### src/rtl/mem_pkg.sv
// Shared memory-port definitions: command encodings, RAM geometry and read-owner tags.
package mem_pkg;

  localparam int ADDR_W = 9;
  localparam int DATA_W = 16;

  localparam logic [1:0] MNONE  = 2'b00;
  localparam logic [1:0] MREAD  = 2'b01;
  localparam logic [1:0] MWRITE = 2'b10;

  typedef enum logic [1:0] {
    OWN_NONE,
    OWN_CPU,
    OWN_LD
  } mem_owner_t;

endpackage

### src/rtl/mem_port_arbiter_if.sv
// CPU, loader and RAM signal bundle around the memory port arbiter.
interface mem_port_arbiter_if #(
  parameter int ADDR_W = mem_pkg::ADDR_W,
  parameter int DATA_W = mem_pkg::DATA_W
);
  logic [1:0]        cpu_mem_cmd;
  logic [ADDR_W-1:0] cpu_mem_addr;
  logic [DATA_W-1:0] cpu_wdata;
  logic [DATA_W-1:0] cpu_read_data;
  logic              cpu_stall;

  logic              ld_req;
  logic              ld_we;
  logic [ADDR_W-1:0] ld_addr;
  logic [DATA_W-1:0] ld_wdata;
  logic              ld_gnt;
  logic              ld_rvalid;
  logic [DATA_W-1:0] ld_rdata;

  logic [ADDR_W-1:0] ram_addr;
  logic              ram_write;
  logic [DATA_W-1:0] ram_din;
  logic [DATA_W-1:0] ram_dout;

  // Arbiter side.
  modport slave (
    input  cpu_mem_cmd, cpu_mem_addr, cpu_wdata,
    output cpu_read_data, cpu_stall,
    input  ld_req, ld_we, ld_addr, ld_wdata,
    output ld_gnt, ld_rvalid, ld_rdata,
    output ram_addr, ram_write, ram_din,
    input  ram_dout
  );

  // Requester / RAM side.
  modport master (
    output cpu_mem_cmd, cpu_mem_addr, cpu_wdata,
    input  cpu_read_data, cpu_stall,
    output ld_req, ld_we, ld_addr, ld_wdata,
    input  ld_gnt, ld_rvalid, ld_rdata,
    input  ram_addr, ram_write, ram_din,
    output ram_dout
  );

endinterface

### src/rtl/mem_arb_wait_counter.sv
// Counts consecutive cycles a pending loader request loses; raises ld_force at the limit.
module mem_arb_wait_counter #(
  parameter int STARVE_LIMIT = 4
) (
  input  logic clk,
  input  logic reset,
  input  logic ld_req,
  input  logic ld_gnt,
  output logic ld_force
);

  localparam int CNT_W = $clog2(STARVE_LIMIT + 1);
  localparam logic [CNT_W-1:0] LIMIT = CNT_W'(STARVE_LIMIT);

  logic [CNT_W-1:0] wait_cnt;

  always_ff @(posedge clk or posedge reset) begin
    if (reset) begin
      wait_cnt <= '0;
    end else if (ld_gnt || !ld_req) begin
      wait_cnt <= '0;
    end else if (wait_cnt < LIMIT) begin
      wait_cnt <= wait_cnt + 1'b1;
    end
  end

  assign ld_force = (wait_cnt >= LIMIT);

endmodule

### src/rtl/mem_port_arbiter.sv
// Single-port RAM arbiter: fixed CPU priority, loader forced through after STARVE_LIMIT losses.
// Optional MEM_ARB_PERF_EN adds saturating stall / loader-grant counters.
module mem_port_arbiter
  import mem_pkg::*;
#(
  parameter int ADDR_W       = mem_pkg::ADDR_W,
  parameter int DATA_W       = mem_pkg::DATA_W,
  parameter int STARVE_LIMIT = 4
) (
  input  logic                  clk,
  input  logic                  reset,
`ifdef MEM_ARB_PERF_EN
  output logic [15:0]           perf_stall_cnt,
  output logic [15:0]           perf_ld_gnt_cnt,
`endif
  mem_port_arbiter_if.slave     bus
);

  logic       cpu_req;
  logic       cpu_rd;
  logic       cpu_grant;
  logic       ld_req;
  logic       ld_grant;
  logic       ld_force;
  mem_owner_t rd_owner;
  mem_owner_t rd_owner_nxt;

  // Requests are masked while reset is high so every output sits at its reset value.
  assign cpu_rd    = !reset && (bus.cpu_mem_cmd == MREAD);
  assign cpu_req   = !reset && ((bus.cpu_mem_cmd == MREAD) || (bus.cpu_mem_cmd == MWRITE));
  assign ld_req    = !reset && bus.ld_req;
  assign ld_grant  = ld_req && (!cpu_req || ld_force);
  assign cpu_grant = cpu_req && !ld_grant;

  assign bus.cpu_stall = cpu_req && !cpu_grant;
  assign bus.ld_gnt    = ld_grant;

  mem_arb_wait_counter #(
    .STARVE_LIMIT (STARVE_LIMIT)
  ) u_wait_counter (
    .clk      (clk),
    .reset    (reset),
    .ld_req   (ld_req),
    .ld_gnt   (ld_grant),
    .ld_force (ld_force)
  );

  always_comb begin
    bus.ram_addr  = '0;
    bus.ram_din   = '0;
    bus.ram_write = 1'b0;
    if (ld_grant) begin
      bus.ram_addr  = bus.ld_addr;
      bus.ram_din   = bus.ld_wdata;
      bus.ram_write = bus.ld_we;
    end else if (cpu_grant) begin
      bus.ram_addr  = bus.cpu_mem_addr;
      bus.ram_din   = bus.cpu_wdata;
      bus.ram_write = (bus.cpu_mem_cmd == MWRITE);
    end
  end

  always_ff @(posedge clk or posedge reset) begin
    if (reset) begin
      rd_owner <= OWN_NONE;
    end else begin
      rd_owner <= rd_owner_nxt;
    end
  end

  always_comb begin
    rd_owner_nxt = OWN_NONE;
    if (cpu_grant && cpu_rd) begin
      rd_owner_nxt = OWN_CPU;
    end else if (ld_grant && !bus.ld_we) begin
      rd_owner_nxt = OWN_LD;
    end
  end

  // Response stage: RAM output steered to whichever side issued last cycle's read.
  assign bus.ld_rvalid     = (rd_owner == OWN_LD);
  assign bus.ld_rdata      = (rd_owner == OWN_LD)  ? bus.ram_dout : '0;
  assign bus.cpu_read_data = (rd_owner == OWN_CPU) ? bus.ram_dout : '0;

`ifdef MEM_ARB_PERF_EN
  function automatic logic [15:0] sat_inc16(input logic [15:0] val);
    return (val == 16'hFFFF) ? val : val + 16'd1;
  endfunction

  always_ff @(posedge clk or posedge reset) begin
    if (reset) begin
      perf_stall_cnt  <= '0;
      perf_ld_gnt_cnt <= '0;
    end else begin
      if (bus.cpu_stall) perf_stall_cnt  <= sat_inc16(perf_stall_cnt);
      if (ld_grant)      perf_ld_gnt_cnt <= sat_inc16(perf_ld_gnt_cnt);
    end
  end
`endif

endmodule
### src/flat_wrapper.sv
// flat-port wrapper written by rule: the top's interface ports become plain ports
module mem_port_arbiter_flat import mem_pkg::*;
#(
  parameter int ADDR_W       = mem_pkg::ADDR_W,
  parameter int DATA_W       = mem_pkg::DATA_W,
  parameter int STARVE_LIMIT = 4
)
  (clk, reset, bus_cpu_mem_cmd, bus_cpu_mem_addr, bus_cpu_wdata, bus_cpu_read_data, bus_cpu_stall, bus_ld_req, bus_ld_we, bus_ld_addr, bus_ld_wdata, bus_ld_gnt, bus_ld_rvalid, bus_ld_rdata, bus_ram_addr, bus_ram_write, bus_ram_din, bus_ram_dout);
  mem_port_arbiter_if #(.ADDR_W(ADDR_W), .DATA_W(DATA_W)) bus_i ();
  input  logic clk;
  input  logic reset;
  input wire logic [$bits(bus_i.cpu_mem_cmd)-1:0] bus_cpu_mem_cmd;
  input wire logic [$bits(bus_i.cpu_mem_addr)-1:0] bus_cpu_mem_addr;
  input wire logic [$bits(bus_i.cpu_wdata)-1:0] bus_cpu_wdata;
  output wire logic [$bits(bus_i.cpu_read_data)-1:0] bus_cpu_read_data;
  output wire logic [$bits(bus_i.cpu_stall)-1:0] bus_cpu_stall;
  input wire logic [$bits(bus_i.ld_req)-1:0] bus_ld_req;
  input wire logic [$bits(bus_i.ld_we)-1:0] bus_ld_we;
  input wire logic [$bits(bus_i.ld_addr)-1:0] bus_ld_addr;
  input wire logic [$bits(bus_i.ld_wdata)-1:0] bus_ld_wdata;
  output wire logic [$bits(bus_i.ld_gnt)-1:0] bus_ld_gnt;
  output wire logic [$bits(bus_i.ld_rvalid)-1:0] bus_ld_rvalid;
  output wire logic [$bits(bus_i.ld_rdata)-1:0] bus_ld_rdata;
  output wire logic [$bits(bus_i.ram_addr)-1:0] bus_ram_addr;
  output wire logic [$bits(bus_i.ram_write)-1:0] bus_ram_write;
  output wire logic [$bits(bus_i.ram_din)-1:0] bus_ram_din;
  input wire logic [$bits(bus_i.ram_dout)-1:0] bus_ram_dout;
  assign bus_i.cpu_mem_cmd = bus_cpu_mem_cmd;
  assign bus_i.cpu_mem_addr = bus_cpu_mem_addr;
  assign bus_i.cpu_wdata = bus_cpu_wdata;
  assign bus_cpu_read_data = bus_i.cpu_read_data;
  assign bus_cpu_stall = bus_i.cpu_stall;
  assign bus_i.ld_req = bus_ld_req;
  assign bus_i.ld_we = bus_ld_we;
  assign bus_i.ld_addr = bus_ld_addr;
  assign bus_i.ld_wdata = bus_ld_wdata;
  assign bus_ld_gnt = bus_i.ld_gnt;
  assign bus_ld_rvalid = bus_i.ld_rvalid;
  assign bus_ld_rdata = bus_i.ld_rdata;
  assign bus_ram_addr = bus_i.ram_addr;
  assign bus_ram_write = bus_i.ram_write;
  assign bus_ram_din = bus_i.ram_din;
  assign bus_i.ram_dout = bus_ram_dout;
  mem_port_arbiter #(.ADDR_W(ADDR_W), .DATA_W(DATA_W), .STARVE_LIMIT(STARVE_LIMIT)) u_core (.clk(clk), .reset(reset), .bus(bus_i));
endmodule
### config.mk
export PLATFORM = sky130hd
export DESIGN_NAME = mem_port_arbiter_flat
export DESIGN_NICKNAME = d
export VERILOG_FILES = /design/src/rtl/mem_pkg.sv /design/src/rtl/mem_port_arbiter_if.sv /design/src/rtl/mem_arb_wait_counter.sv /design/src/rtl/mem_port_arbiter.sv /design/src/flat_wrapper.sv
export SDC_FILE = /design/constraint.sdc
export NUM_CORES = 1
export LEC_CHECK = 0
export CAP_MARGIN = 10
export CELL_PAD_IN_SITES_DETAIL_PLACEMENT = 0
export CELL_PAD_IN_SITES_GLOBAL_PLACEMENT = 2
export CORE_ASPECT_RATIO = 0.75
export CORE_MARGIN = 3
export CORE_UTILIZATION = 13
export DETAILED_ROUTE_END_ITERATION = 6
export PLACE_DENSITY_LB_ADDON = 0.1
export SKIP_CTS_REPAIR_TIMING = 1
export SLEW_MARGIN = 20
export SYNTH_ARGS = -nofsm -noshare
export SYNTH_HDL_FRONTEND = slang
export SYNTH_HIERARCHICAL = 1
export SYNTH_SLANG_ARGS = --single-unit
### constraint.sdc
create_clock -name clk -period 1.6 [get_ports clk]
set_clock_uncertainty 0.15 [all_clocks]
set_input_delay 0.16 -clock clk [delete_from_list [all_inputs] [get_ports clk]]
set_output_delay 0.16 -clock clk [all_outputs]
set_load 0.05 [all_outputs]
# After elaboration in Yosys (flattened, before gate mapping)
# Cells that the tools add are included.
# Widths: inputs -> output; s select.
[totals]
ff_bits = 5
inputBits = 72
output_inout_bits = 61
wordCells = 39
[classes]
n_addsub = 1
n_lt_le_gt_ge = 2
eq_ne = 4
mux = 12
reduce_logical = 18
[ops]
columns = ["op", "n"]
rows = [
  ["$mux 16", 4],
  ["$mux 9", 2],
  ["$logic_and 1x1->1", 8],
  ["$logic_not 1->1", 6],
  ["$mux 3", 2],
  ["$eq 2x1->1 const B", 2],
  ["$eq 2x2->1 const B", 2],
  ["$mux 2", 2],
  ["$add 3x1->3 const B", 1],
  ["$ge 3x3->1 const B", 1],
  ["$logic_or 1x1->1", 3],
  ["$lt 3x3->1 const B", 1],
  ["$mux 1", 2],
  ["$reduce_bool 2->1", 1],
]

# Logic depth before layout (Yosys ltp)
[depth]
ltp_word = 10
ltp_mapped = 6
mapped_depth_nobuf = 6

# By module
# Netlist, hierarchy kept.
[by_module_without_submodules]
columns = ["mod", "instances", "cells_each", "area_per_inst_um2", "seq_area_each_um2"]
rows = [
  ["mem_port_arbiter", 1, 141, 1078.5, 50.0],
  ["mem_arb_wait_counter", 1, 16, 155.1, 75.1],
]

# Least setup slack after synthesis
# No wires, ideal clock.
[synth_path]
path_kind = "flip-flop to output port"
from = "reg u_core.u_wait_counter.wait_cnt[2]"
to = "out bus_ram_addr[8]"
arrival_time_ns = 1.912
required_time_ns = 1.290
setup_slack_ns = -0.622
stages_incl_launch_ff = 4
path_cell_list = "dfrtp_1 clkbuf_1 o21ai_2 o32ai_1"
[synth_between]
elab_chain_cells = 7
[synth_lines]
columns = ["element", "line", "source"]
rows = [
  ["start: declaration", "mem_arb_wait_counter.sv:15", "logic [CNT_W-1:0] wait_cnt;"],
  ["start signal: assignment", "mem_arb_wait_counter.sv:23", "wait_cnt <= wait_cnt + 1'b1;"],
  ["$ge 3x3->1 (*)", "mem_arb_wait_counter.sv:27", "assign ld_force = (wait_cnt >= LIMIT);"],
  ["named net u_core.ld_force", "mem_port_arbiter.sv:24", "logic ld_force;"],
  ["$logic_or 1x1->1 (*)", "mem_port_arbiter.sv:32", "assign ld_grant = ld_req && (!cpu_req || ld_force);"],
  ["$logic_and 1x1->1 (*)", "mem_port_arbiter.sv:32", ""],
  ["$logic_not 1->1", "mem_port_arbiter.sv:33", "assign cpu_grant = cpu_req && !ld_grant;"],
  ["$logic_and 1x1->1", "mem_port_arbiter.sv:33", ""],
  ["$mux 9", "mem_port_arbiter.sv:56", "end else if (cpu_grant) begin"],
  ["$mux 9 (*)", "mem_port_arbiter.sv:52", "if (ld_grant) begin"],
  ["end: declaration", "flat_wrapper.sv:24", "output wire logic [$bits(bus_i.ram_addr)-1:0] bus_ram_addr;"],
]
# The timed path passes the listed nets; every way through them passes the cells marked *.

# Worst setup path after layout
[layout_path]
from = "reg u_core.u_wait_counter.wait_cnt[2]"
to = "out bus_ram_write"
[layout_between]
elab_chain_cells = 7
[layout_lines]
columns = ["element", "line", "source"]
rows = [
  ["$ge 3x3->1 (*)", "mem_arb_wait_counter.sv:27", ""],
  ["$logic_or 1x1->1 (*)", "mem_port_arbiter.sv:32", ""],
  ["$logic_and 1x1->1 (*)", "mem_port_arbiter.sv:32", ""],
  ["$logic_not 1->1", "mem_port_arbiter.sv:33", ""],
  ["$logic_and 1x1->1", "mem_port_arbiter.sv:33", ""],
  ["$mux 1", "mem_port_arbiter.sv:56", ""],
  ["$mux 1 (*)", "mem_port_arbiter.sv:52", ""],
  ["end: declaration", "flat_wrapper.sv:25", "output wire logic [$bits(bus_i.ram_write)-1:0] bus_ram_write;"],
]
# Every way passes the cells marked *; elsewhere a longest branch is shown, timed or not.

==> impl_metrics.json <==
{
  "outcome": "finished with violations",
  "violations": "negative setup slack",
  "fin_cells": 431,
  "r2r-end": "u_core/u_wait_counter/wait_cnt[0]$_DFFE_PP0P_",
  "vias": 1643,
  "synth_ff_type": "dfrtp_1",
  "endpoint_kind": "output pin",
  "setup_viol": 26,
  "clk_pin_slew_worst_paths_ns": 0.03,
  "hp-start": "reset",
  "worstPathRequired_ns": 1.29,
  "fmax_ghz": 0.554,
  "drc": 0,
  "placed_cell_area_sq_um": 3160,
  "n_antenna_cell": 0,
  "rsz0062_at_grt": "yes",
  "place_ws_ns": -0.460,
  "p_seq_share_pct": 8.0,
  "drive_above_1_share_pct": 51.2,
  "async_reset_ff_share_pct": 100,
  "yosysTopAreaCellShare_pct": 26.4,
  "die_h_um": 90.4,
  "core_area_sq_um": 9160,
  "final_hold_viol_count": 0,
  "ctsLongestPathBuffers": 2,
  "cp.arrival_ns": 1.50,
  "dpl.hpwl_mm": 4.76,
  "whs_path_depth": 2,
  "ant_nets": 0,
  "cp-start-kind": "register",
  "switching_power_uw": 662,
  "antenna_found_initial": 0,
  "cts_tree": "built",
  "period_needed_ns": 1.81,
  "numCtsBuffers": 3,
  "yosysTopAreaCell": "o32ai_2",
  "grt_max_degree": 46,
  "area_growth_pct": 209,
  "synth_seq_cells": 5,
  "cts_max_level": 1,
  "first_global_vias": 1504,
  "row_count": 30,
  "yosysMostFrequentCell": "inv_1",
  "post-route-util_pct": 41.6,
  "postLayoutSetupSlackWorst_ns": -0.205,
  "r2r_slack_ns": 0.25,
  "grt_pass1_wl_mm": 8.78,
  "crit_type": "reg -> out",
  "p_leak_uw": 0.00155,
  "syn-num-nets": 233,
  "routedWlPerCell_um": 14.9,
  "ys_top_cells_by_area": "o32ai_2, and2_1, nand2b_1",
  "peakVddDrop_uv": 470,
  "ys_warn_count": 6,
  "final_cell_area_sq_um": 3810,
  "viasPerCell": 3.81,
  "hp-class": "in -> reg",
  "seq_area_frac_synth_pct": 10.1,
  "ys_types": 19,
  "rr_worst_depth": 5,
  "routed_wl_mm": 6.41,
  "swShare_pct": 39.2,
  "first_pass_iters": 4,
  "num-nets-final": 380,
  "start_util_pct": 13.5,
  "portBuffers": 132,
  "grtUsageTotal_pct": 9.99,
  "synth_edf_count": 0,
  "die_x_um": 118,
  "combPwrFrac_pct": 67.9,
  "syn_area_sq_um": 1230,
  "fin_crit_sh_pct": 113,
  "clkLatencyLatePin_ns": 0.23,
  "r2r-start": "u_core/u_wait_counter/wait_cnt[2]$_DFFE_PP0P_",
  "io_pins": 133,
  "p_per_area_nw_per_um2": 442,
  "dieArea_sq_um": 10700,
  "internal_power_uw": 1020,
  "globalplace.congestion": 0.704,
  "cp_max_fo": 7,
  "drt-initial-drc-count": 46,
  "syn_inst": 157,
  "synthTopCellsByCount": "inv_1, and2_1, nand2b_1, o32ai_2",
  "tightest_slew_ns": 0.329,
  "cap_violations": 0,
  "slew_headroom_pct": 78.1,
  "place_inst": 419,
  "drv_slew": 0,
  "cts_sinks": 5,
  "synth_area_per_cell_sq_um": 7.86,
  "p_clk_share_pct": 24.1,
  "cts-root-buf": "clkbuf_16",
  "gr-total-overflow": 0,
  "fillers": 918,
  "hold-path-endpoint": "u_core/rd_owner[0]$_DFF_PP0_"
}
-- worst max path at each step --
stage                           end                                           from  slack (ns)
floorplan           bus_ram_addr[1]  u_core/u_wait_counter/wait_cnt[2]$_DFFE_PP0P_       -0.24
global placement     bus_ram_din[8]                             bus_cpu_mem_cmd[0]       -0.48
detailed placement    bus_ram_write                             bus_cpu_mem_cmd[0]       -0.46
CTS                   bus_ram_write                             bus_cpu_mem_cmd[0]       -0.47
global route          bus_ram_write  u_core/u_wait_counter/wait_cnt[2]$_DFFE_PP0P_       -0.26
finish                bus_ram_write  u_core/u_wait_counter/wait_cnt[2]$_DFFE_PP0P_       -0.21
-- logic make-up (layout without fill, tap and decap cells) --
kind of cell | Yosys count | count (layout) | synth area share [%]
mux | 1 | 1 | 0.811
flops | 5 | 5 | 10.1
compound gates | 28 | 28 | 31.9
xor+xnor | 1 | 1 | 0.710
simple gates | 71 | 71 | 35.1
buf+inv | 47 | 193 | 17.2
fa+ha+maj | 4 | 4 | 4.06
-- placed cells by master (no fill, tap or decap), drive strengths merged --
cell and count:
nor3 1, dlymetal6s2s 3, nor3b 2, dlygate4sd3 1, mux2i 1, a21o 1
o21ai 1, clkdlybuf4s50 67, clkbuf 6, o32ai 26, nand2b 28, dfrtp 5
buf 83, nor2 6, inv 33, xor2 1, and2 32, and2b 2
ha 4
-- per-layer routing --
metal | wire length, um | track usage [%]
met1 | 3110 | 14.9
met2 | 2930 | 15.0
met3 | 370 | 2.07
met4 | 0 | 1.45
met5 | 0 | 0
-- layout make-up --
| cell class | instances | area [sq um] | area share [%] |
|---|---|---|---|
| Timing Repair Buffer | 156 | 2000 | 52.6 |
| Multi-Input combinational cell | 105 | 1320 | 34.6 |
| Tap cell | 128 | 160 | 4.20 |
| Sequential cell | 5 | 126 | 3.32 |
| Inverter | 33 | 124 | 3.25 |
| Clock buffer | 4 | 78.8 | 2.07 |
-- per-stage QoR --
step	TNS, ns	power (uW)	hold WS (ns)
floorplan	-5.16	643	-0.236
global placement	-12.66	1070	-0.0503
detailed placement	-12.64	1060	-0.0548
CTS	-12.74	1480	-0.293
global route	-5.80	1770	0.0706
finish	-3.47	1690	0.0512
-- power groups by stage --
stage	clock network [uW]	logic [uW]	registers (uW)
floorplan	0	508	135
global route	428	1210	135
finish	406	1150	134
detailed placement	0	927	136
global placement	0	931	136
CTS	415	930	134
-- worst max-delay path, cell delays in order, from the launching register on --
cell,delay (ns)
dfrtp_2,0.40
o21ai_4,0.08
buf_12,0.15
clkbuf_16,0.17
o32ai_4,0.27
buf_6,0.20
-- sequential cells by signal, indices dropped and copies added, names as in the netlist --
signal                          count
u_core/u_wait_counter/wait_cnt      3
u_core/rd_owner                     2
Note: power is estimated with default switching activity, not from simulation.
